`src/rtl/display_timing_pkg.sv`:
```
// Shared raster types and 800x600@72 Hz timing constants
// for the display timing controller.
package display_timing_pkg;

    typedef enum logic [1:0] {ACT, FP, SYNC, BP} axis_state_t;

    typedef logic [10:0] coord_t;

    localparam int unsigned SVGA72_H_ACTIVE = 800;
    localparam int unsigned SVGA72_H_FP     = 56;
    localparam int unsigned SVGA72_H_SYNC   = 120;
    localparam int unsigned SVGA72_H_BP     = 64;
    localparam int unsigned SVGA72_V_ACTIVE = 600;
    localparam int unsigned SVGA72_V_FP     = 37;
    localparam int unsigned SVGA72_V_SYNC   = 6;
    localparam int unsigned SVGA72_V_BP     = 23;

    function automatic int unsigned axis_total(
        input int unsigned act,
        input int unsigned fp,
        input int unsigned sync,
        input int unsigned bp
    );
        return act + fp + sync + bp;
    endfunction

    localparam int unsigned SVGA72_H_TOTAL = axis_total(
        SVGA72_H_ACTIVE, SVGA72_H_FP, SVGA72_H_SYNC, SVGA72_H_BP);
    localparam int unsigned SVGA72_V_TOTAL = axis_total(
        SVGA72_V_ACTIVE, SVGA72_V_FP, SVGA72_V_SYNC, SVGA72_V_BP);

endpackage

```
`src/rtl/display_timing_controller_timing_axis.sv`:
```
// One raster axis: position counter plus its porch/sync region FSM,
// advancing only on cycles where step is high.
module timing_axis
    import display_timing_pkg::*;
#(
    parameter int unsigned N_ACTIVE = 800,
    parameter int unsigned N_FP     = 56,
    parameter int unsigned N_SYNC   = 120,
    parameter int unsigned N_BP     = 64
) (
    input  logic        clk,
    input  logic        rst,
    input  logic        step,
    output coord_t      cnt,
    output axis_state_t state,
    output logic        wrap
);

    localparam coord_t END_ACT  = coord_t'(N_ACTIVE - 1);
    localparam coord_t END_FP   = coord_t'(N_ACTIVE + N_FP - 1);
    localparam coord_t END_SYNC = coord_t'(N_ACTIVE + N_FP + N_SYNC - 1);
    localparam coord_t END_BP   =
        coord_t'(axis_total(N_ACTIVE, N_FP, N_SYNC, N_BP) - 1);

    axis_state_t state_d;

    assign wrap = step && (cnt == END_BP);

    always_ff @(posedge clk or posedge rst) begin
        if (rst) begin
            cnt <= '0;
        end else if (step) begin
            cnt <= wrap ? '0 : cnt + coord_t'(1);
        end
    end

    always_ff @(posedge clk or posedge rst) begin
        if (rst) begin
            state <= ACT;
        end else begin
            state <= state_d;
        end
    end

    always_comb begin
        state_d = state;
        if (step) begin
            unique case (state)
                ACT:  if (cnt == END_ACT)  state_d = FP;
                FP:   if (cnt == END_FP)   state_d = SYNC;
                SYNC: if (cnt == END_SYNC) state_d = BP;
                BP:   if (cnt == END_BP)   state_d = ACT;
            endcase
        end
    end

endmodule

```
`src/rtl/display_timing_controller.sv`:
```
// Raster sequencer: sync/de/coordinate generation plus one line
// prefetch per active line with late-prefetch (underrun) detection.
module display_timing_controller
    import display_timing_pkg::*;
#(
    parameter int unsigned H_ACTIVE  = SVGA72_H_ACTIVE,
    parameter int unsigned H_FP      = SVGA72_H_FP,
    parameter int unsigned H_SYNC    = SVGA72_H_SYNC,
    parameter int unsigned H_BP      = SVGA72_H_BP,
    parameter int unsigned V_ACTIVE  = SVGA72_V_ACTIVE,
    parameter int unsigned V_FP      = SVGA72_V_FP,
    parameter int unsigned V_SYNC    = SVGA72_V_SYNC,
    parameter int unsigned V_BP      = SVGA72_V_BP,
    parameter logic        HSYNC_POL = 1'b1,
    parameter logic        VSYNC_POL = 1'b1
) (
    input  logic   clk,
    input  logic   rst,
    input  logic   en,
    output logic   hsync,
    output logic   vsync,
    output logic   de,
    output coord_t x,
    output coord_t y,
    output logic   line_tc,
    output logic   frame_start,
    output logic   fetch_req,
    output coord_t fetch_line,
    input  logic   fetch_ack,
    output logic   underrun,
    input  logic   clr_underrun
);

    localparam coord_t H_FETCH = coord_t'(H_ACTIVE);
    localparam coord_t V_ACT_N = coord_t'(V_ACTIVE);
    localparam coord_t V_LAST  =
        coord_t'(axis_total(V_ACTIVE, V_FP, V_SYNC, V_BP) - 1);

    coord_t      hcnt;
    coord_t      vcnt;
    axis_state_t hstate;
    axis_state_t vstate;
    logic        h_wrap;
    logic        v_wrap;
    logic        at_origin;

    coord_t      v_next;
    coord_t      next_line;
    logic        line_due;
    logic        fetch_trig;
    logic        deadline;

    timing_axis #(
        .N_ACTIVE (H_ACTIVE),
        .N_FP     (H_FP),
        .N_SYNC   (H_SYNC),
        .N_BP     (H_BP)
    ) u_h_axis (
        .clk   (clk),
        .rst   (rst),
        .step  (en),
        .cnt   (hcnt),
        .state (hstate),
        .wrap  (h_wrap)
    );

    timing_axis #(
        .N_ACTIVE (V_ACTIVE),
        .N_FP     (V_FP),
        .N_SYNC   (V_SYNC),
        .N_BP     (V_BP)
    ) u_v_axis (
        .clk   (clk),
        .rst   (rst),
        .step  (h_wrap),
        .cnt   (vcnt),
        .state (vstate),
        .wrap  (v_wrap)
    );

    // Fetch events fire with the presented pixel, so fetch_req rises
    // alongside x=H_ACTIVE and the deadline lands with the new line's x=0.
    always_comb begin
        v_next     = vcnt + coord_t'(1);
        line_due   = (v_next < V_ACT_N) || (vcnt == V_LAST);
        next_line  = (vcnt == V_LAST) ? '0 : v_next;
        fetch_trig = en && (hcnt == H_FETCH) && line_due;
        deadline   = en && (hcnt == '0) && (vstate == ACT);
    end

    always_ff @(posedge clk or posedge rst) begin
        if (rst) begin
            x           <= '0;
            y           <= '0;
            de          <= 1'b0;
            hsync       <= ~HSYNC_POL;
            vsync       <= ~VSYNC_POL;
            line_tc     <= 1'b0;
            frame_start <= 1'b0;
            at_origin   <= 1'b1;
        end else begin
            line_tc     <= h_wrap;
            frame_start <= en && at_origin;
            if (en) begin
                x         <= hcnt;
                y         <= vcnt;
                de        <= (hstate == ACT) && (vstate == ACT);
                hsync     <= (hstate == SYNC) ? HSYNC_POL : ~HSYNC_POL;
                vsync     <= (vstate == SYNC) ? VSYNC_POL : ~VSYNC_POL;
                at_origin <= v_wrap;
            end
        end
    end

    always_ff @(posedge clk or posedge rst) begin
        if (rst) begin
            fetch_req  <= 1'b0;
            fetch_line <= '0;
        end else if (fetch_trig) begin
            fetch_req  <= 1'b1;
            fetch_line <= next_line;
        end else if (fetch_req && (fetch_ack || deadline)) begin
            fetch_req  <= 1'b0;
        end
    end

    // An ack on the deadline cycle still counts as on time.
    always_ff @(posedge clk or posedge rst) begin
        if (rst) begin
            underrun <= 1'b0;
        end else if (fetch_req && deadline && !fetch_ack) begin
            underrun <= 1'b1;
        end else if (clr_underrun) begin
            underrun <= 1'b0;
        end
    end

endmodule

```
`config.mk`:
```
export PLATFORM = sky130hd
export DESIGN_NAME = display_timing_controller
export DESIGN_NICKNAME = d
export VERILOG_FILES = /design/src/rtl/display_timing_pkg.sv /design/src/rtl/display_timing_controller_timing_axis.sv /design/src/rtl/display_timing_controller.sv
export SDC_FILE = /design/constraint.sdc
export NUM_CORES = 1
export LEC_CHECK = 0
export CORE_ASPECT_RATIO = 1.4
export CORE_MARGIN = 4
export CORE_UTILIZATION = 55
export CTS_CLUSTER_SIZE = 40
export DETAILED_ROUTE_END_ITERATION = 10
export GPL_ROUTABILITY_DRIVEN = 1
export PLACE_DENSITY_LB_ADDON = 0.05
export SLEW_MARGIN = 20
export SYNTH_ARGS = -nofsm -noshare
export SYNTH_HDL_FRONTEND = slang
export SYNTH_HIERARCHICAL = 1
export SYNTH_SLANG_ARGS = --single-unit
```
`constraint.sdc`:
```
create_clock -name clk -period 6.8 [get_ports clk]
set_input_delay 1.36 -clock clk [delete_from_list [all_inputs] [get_ports clk]]
set_output_delay 1.36 -clock clk [all_outputs]
set_load 0.005 [all_outputs]
```
# Word level (Yosys, flattened, before mapping)

Index checks and enable logic that the tools add are counted.

Reductions and logical operators: 21
Eq/ne operators: 23
Muxes and demuxes: 19
$lt $le $gt $ge: 1
Add/subtract/negate cells: 2

Operators with widths:

| kind                                                         | number |
|---|---|
| equality test 11 x 10 -> 1 bit, second input constant        | 8 |
| 2-to-1 mux 11 bit                                            | 3 |
| adder 11 x 1 -> 11 bit, second input constant                | 2 |
| 2-to-1 mux 2 bit                                             | 8 |
| case mux 2 bit (4 select lines)                              | 2 |
| != test 2 x 1 -> 1 bit, second input constant                | 7 |
| equality test 11 bit, second input constant                  | 1 |
| logical AND 1 bit                                            | 11 |
| zero test 11 bit                                             | 1 |
| less-than comparator 11 x 10 -> 1 bit, second input constant | 1 |
| AND reduction 5 bit                                          | 2 |
| equality test 2 bit, second input constant                   | 4 |
| 2-to-1 mux 1 bit                                             | 6 |
| equality test 2 x 1 -> 1 bit, second input constant          | 2 |
| zero test 2 bit                                              | 2 |
| nonzero test 2 bit                                           | 2 |
| logical OR 1 bit                                             | 2 |
| != test 2 bit, second input constant                         | 1 |
| zero test 1 bit                                              | 1 |

Word-level logic and storage cells: 81
Input bits: 5
Flip-flop bits (word level): 67
Output and inout port bits: 40

# Logic depth before layout (Yosys ltp)

Depth after elaboration: 7
Mapped depth: 9
Gate-level depth less buffers: 8

# Modules after synthesis

The synthesis kept the hierarchy.

Modules (own cells, without submodules):

| module                    | seq. area each (sq um) | cells each | times used | area each (sq um) |
|---|---|---|---|---|
| display_timing_controller | 1,027.2                | 160        | 1          | 1,958.1 |
| timing_axis (u_v_axis)    | 325.3                  | 82         | 1          | 857.1 |
| timing_axis (u_h_axis)    | 325.3                  | 80         | 1          | 805.8 |

# Worst setup path before layout

Ideal clock, no wire load.

Path kind: input to register
Start: input port en
End: register u_v_axis.cnt[10]
Data required time: 6.721 ns
Cell stages on the path: 7
Arrival: 2.767 ns
Slack: 3.953 ns
Buffers on the path: 2
Setup time: 0.079 ns
Cells stage by stage: clkbuf_1 and2_1 clkbuf_1 nand3_1 nor3_1 and3_2 xor2_1

Cells in the longest elaborated chain, start to end: 3

RTL lines:

| element               | RTL line                                    | source |
|---|---|---|
| from (decl)           | display_timing_controller.sv:19             | `input logic en,` |
| logical AND 1 bit (*) | display_timing_controller_timing_axis.sv:27 | `assign wrap = step && (cnt == END_BP);` |
| via h_wrap            | display_timing_controller.sv:43             | `logic h_wrap;` |
| logical AND 1 bit     | display_timing_controller_timing_axis.sv:27 |  |
| 2-to-1 mux 11 bit     | display_timing_controller_timing_axis.sv:33 | `cnt <= wrap ? '0 : cnt + coord_t'(1);` |
| to (signal assigned)  | display_timing_controller_timing_axis.sv:33 |  |
| to (decl)             | display_timing_controller_timing_axis.sv:14 | `output coord_t cnt,` |

The timed path passes the listed nets; every way through them passes the cells marked *.
A chain may end at the register's enable or synchronous reset.

# Worst setup path after layout

Start: input port en
End: register fetch_line[5]

Cells in the longest elaborated chain, start to end: 2

RTL lines:

| element                        | RTL line                         | source |
|---|---|---|
| logical AND 1 bit (2 in a row) | display_timing_controller.sv:87  | `fetch_trig = en && (hcnt == H_FETCH) && line_due;` |
| to (signal assigned)           | display_timing_controller.sv:121 | `fetch_line <= next_line;` |
| to (decl)                      | display_timing_controller.sv:28  | `output coord_t fetch_line,` |

No other way between the ends.

==> run metrics <==
fin area 0.00430 sq mm; Placed Cells incl. Taps 425; router iterations before antenna repair 4; Placement Setup Slack ~2.7 ns; total number of vias between 2000 and 3000; first-pass GRT wire length 12.8 mm; EDFF count, synth 0; largest net degree at the start of global routing 25; Layout area overhead 18.8%; endpoints failing hold 0; # resized after CTS 0; vias in the first global route roughly 2500; CTS Buf Count 9; Leak Pwr 1.89 nW; XOR/XNOR Fraction of Synth Area roughly 5.8%; Met1 Routed Length ~3.2 mm; outcome completed; vias per inst 5.73; Core Region 0.00630 sq mm; Mapped Nets roughly 340; gr ovfl total 0; placed inst area slightly above 0.004 sq mm; Clock Skew 0.00667 ns; max-cap violations 0; endpoints failing setup 0; chip height 104 um; Setup Buffers After CTS 0; CTS tree yes; synth warn 6; initial antenna violation count 0; Sw Share 26.3%; IO Count 45; RSZ-0062 raised after global routing false; worst setup path class input pin to flip-flop; Post-route DRC 0; Die ar. between 0.007 and 0.008 sq mm; max frequency about 270 MHz; buffers plus inverters on the worst setup path 2; GRT Total Usage 19.8%; sequential element share of the synthesized area between 40% and 50%; HP Class flip-flop to flip-flop; Rows 34; FF+latch count, synth 67; post-route minimum period between 3 and 4 ns; Placer Congestion 0.816; Critical Path Start Type input pin; metal2 WL roughly 3.9 mm; Worst-path clk slew 0.07 ns; ANT cells 0; largest family of logic cells by synthesized area simple AND/OR/NAND/NOR gates; root buffer selected by CTS clkbuf_8; highest-delay cell along the critical path clkdlybuf4s50_1; DIE WIDTH 76.6 um; post-synth cell types 65; Crit path max-delay family buffers and inverters; Non-Filler Instances approximately 440; Initial DRC Count between 100 and 150; clock share of power 36.4%; layout cells sized above 1 18.7%; mux cell area share after synthesis 10.6%; Async SR Flop Fraction 100%; Max-slew headroom 41.4%; Mapped Area approximately 0.0036 sq mm; internal power approximately 0.76 mW; Post-synth top flop dfrtp_1; Final Max Slew Viols 0; CTS Hold Bufs 0; PwrDens around 240 mW/mm^2; Setup TNS Final 0 ns; Least-Margin Pin Slew 0.876 ns; crit share post-route 54.6%; Compound-Gate Fraction of Synth Area 8.43%; PnR worst setup slack 3.09 ns; nets 386; Required @ worst endpoint 7.02 ns; max incr delay on CP 1.04 ns; CTS Buffer Depth 2; final core utilization slightly below 70%; Worst EP arrival 3.93 ns; Power, Total 1.03 mW; Comb power frac 15.4%; hold slack final a little under 0.5 ns; Routed wire per std cell 16.8 um; Max Used Layer met4; CP cell instances clkdlybuf4s50_1 > buf_4 > nand4_1 > nor4_4 > o21ai_2 > mux2_4; Clock Latency Late Sink 0.33 ns; synthesized-area fraction occupied by adder cells 5.87%; post-DP HPWL 5.20 mm; PortBufs 44; Starting Density 57.5%; Psw around 0.27 mW; Mean Syn Cell Area 11.2 sq um; clock sinks 67; final wirelength 7.39 mm; met3 WL 182 um; worst-path maximum fanout 22; Detail Route Antenna Nets 0; worst vdd ir 0.193 mV; Synth Instances ~320; CTS H-tree depth 3; sequential power share 48.2%; Setup crit end kind flip-flop; Simple-Gate Fraction of Synth Area approximately 18%
[final cells by class]
type                    instances  area, sq um
clock buffers                  12          155
clock inverters                 4         72.6
fillers                       486         1990
inverters                      19         71.3
multi-input cells             221         1780
flip-flops and latches         67         1680
well taps                      72         90.1
repair buffers                 46          455
[routing by layer]
metal	vias to the layer above	track usage [%]
li1	1218	-
met2	31	34.8
met5	-	0
met1	1270	24.2
met3	7	4.51
met4	0	5.05
[synth_stat cells (all sizes together), types with 4 or more instances]
cell     count  share of area [%]
nor4         5                1.3
nor2        22                2.3
o21ai        5               0.79
xnor2       13                3.1
inv         19                2.0
o41ai        5                2.3
and2         4               0.73
buf          8                1.8
nand3       15                2.4
o2bb2ai      4               0.97
mux2        31                 10
clkbuf       7               0.73
nand2       19                2.0
nor3         7                1.2
xor2        11                2.7
dfrtp       66                 46
ha          17                5.9
o22ai        5               0.86
nand4        9                1.6
and3         5                1.1
[cell families (layout without fill, tap and decap cells)]
kind of cell / Yosys count / count (layout)
multiplexers: 33 / 33
AO/OA/AOI/OAI: 35 / 35
flip-flops: 67 / 67
adder cells (fa/ha/maj): 17 / 17
buffers and inverters: 34 / 81
XOR/XNOR: 24 / 24
AND/OR/NAND/NOR: 112 / 112
[path summary, 6_finish.rpt]
path | start | to | slack [ns] | cells past startpoint
worst min register to register | fetch_line[10]$_DFFE_PP0P_ | fetch_line[10]$_DFFE_PP0P_ | 0.49 | 1
worst min-delay path | fetch_line[10]$_DFFE_PP0P_ | fetch_line[10]$_DFFE_PP0P_ | 0.49 | 1
max in group asynchronous | rst | at_origin$_DFFE_PP1P_ | 4.48 | 3
worst max register to register | u_v_axis/cnt[0]$_DFFE_PP0P_ | fetch_line[1]$_DFFE_PP0P_ | 3.98 | 6
min in group asynchronous | rst | u_v_axis/state[1]$_DFFE_PP0P_ | 1.42 | 2
worst max-delay path | en | fetch_line[5]$_DFFE_PP0P_ | 3.09 | 6
[power groups by stage]
| stage | Sequential [mW] | Combinational [mW] | Clock [mW] |
|---|---|---|---|
| global route | 0.505 | 0.175 | 0.402 |
| global placement | 0.503 | 0.158 | 0 |
| finish | 0.497 | 0.159 | 0.375 |
| CTS | 0.497 | 0.160 | 0.383 |
| detailed placement | 0.505 | 0.159 | 0 |
| floorplan | 0.487 | 0.102 | 0 |
[cell usage in the layout (no fill, tap or decap), types with 4 or more instances in the layout]
cell type / instances
nor4_1: 4
o22ai_1: 5
clkdlybuf4s50_1: 44
nor3_1: 5
nand4_1: 9
nand3_1: 14
inv_1: 19
mux2_2: 26
o21ai_0: 4
o2bb2ai_1: 4
ha_1: 17
xor2_1: 11
dfrtp_1: 66
nor2_1: 22
mux2_4: 4
nand2_1: 19
clkbuf_8: 11
xnor2_1: 13
[flip-flops by register name, indices dropped and copies added (netlist names), 2 cells and up]
signal and cells:
y 11, u_v_axis/state 2, u_v_axis/cnt 11, u_h_axis/cnt 11
u_h_axis/state 2, x 11, fetch_line 11
No activity file was read; power rests on OpenSTA's default activity.
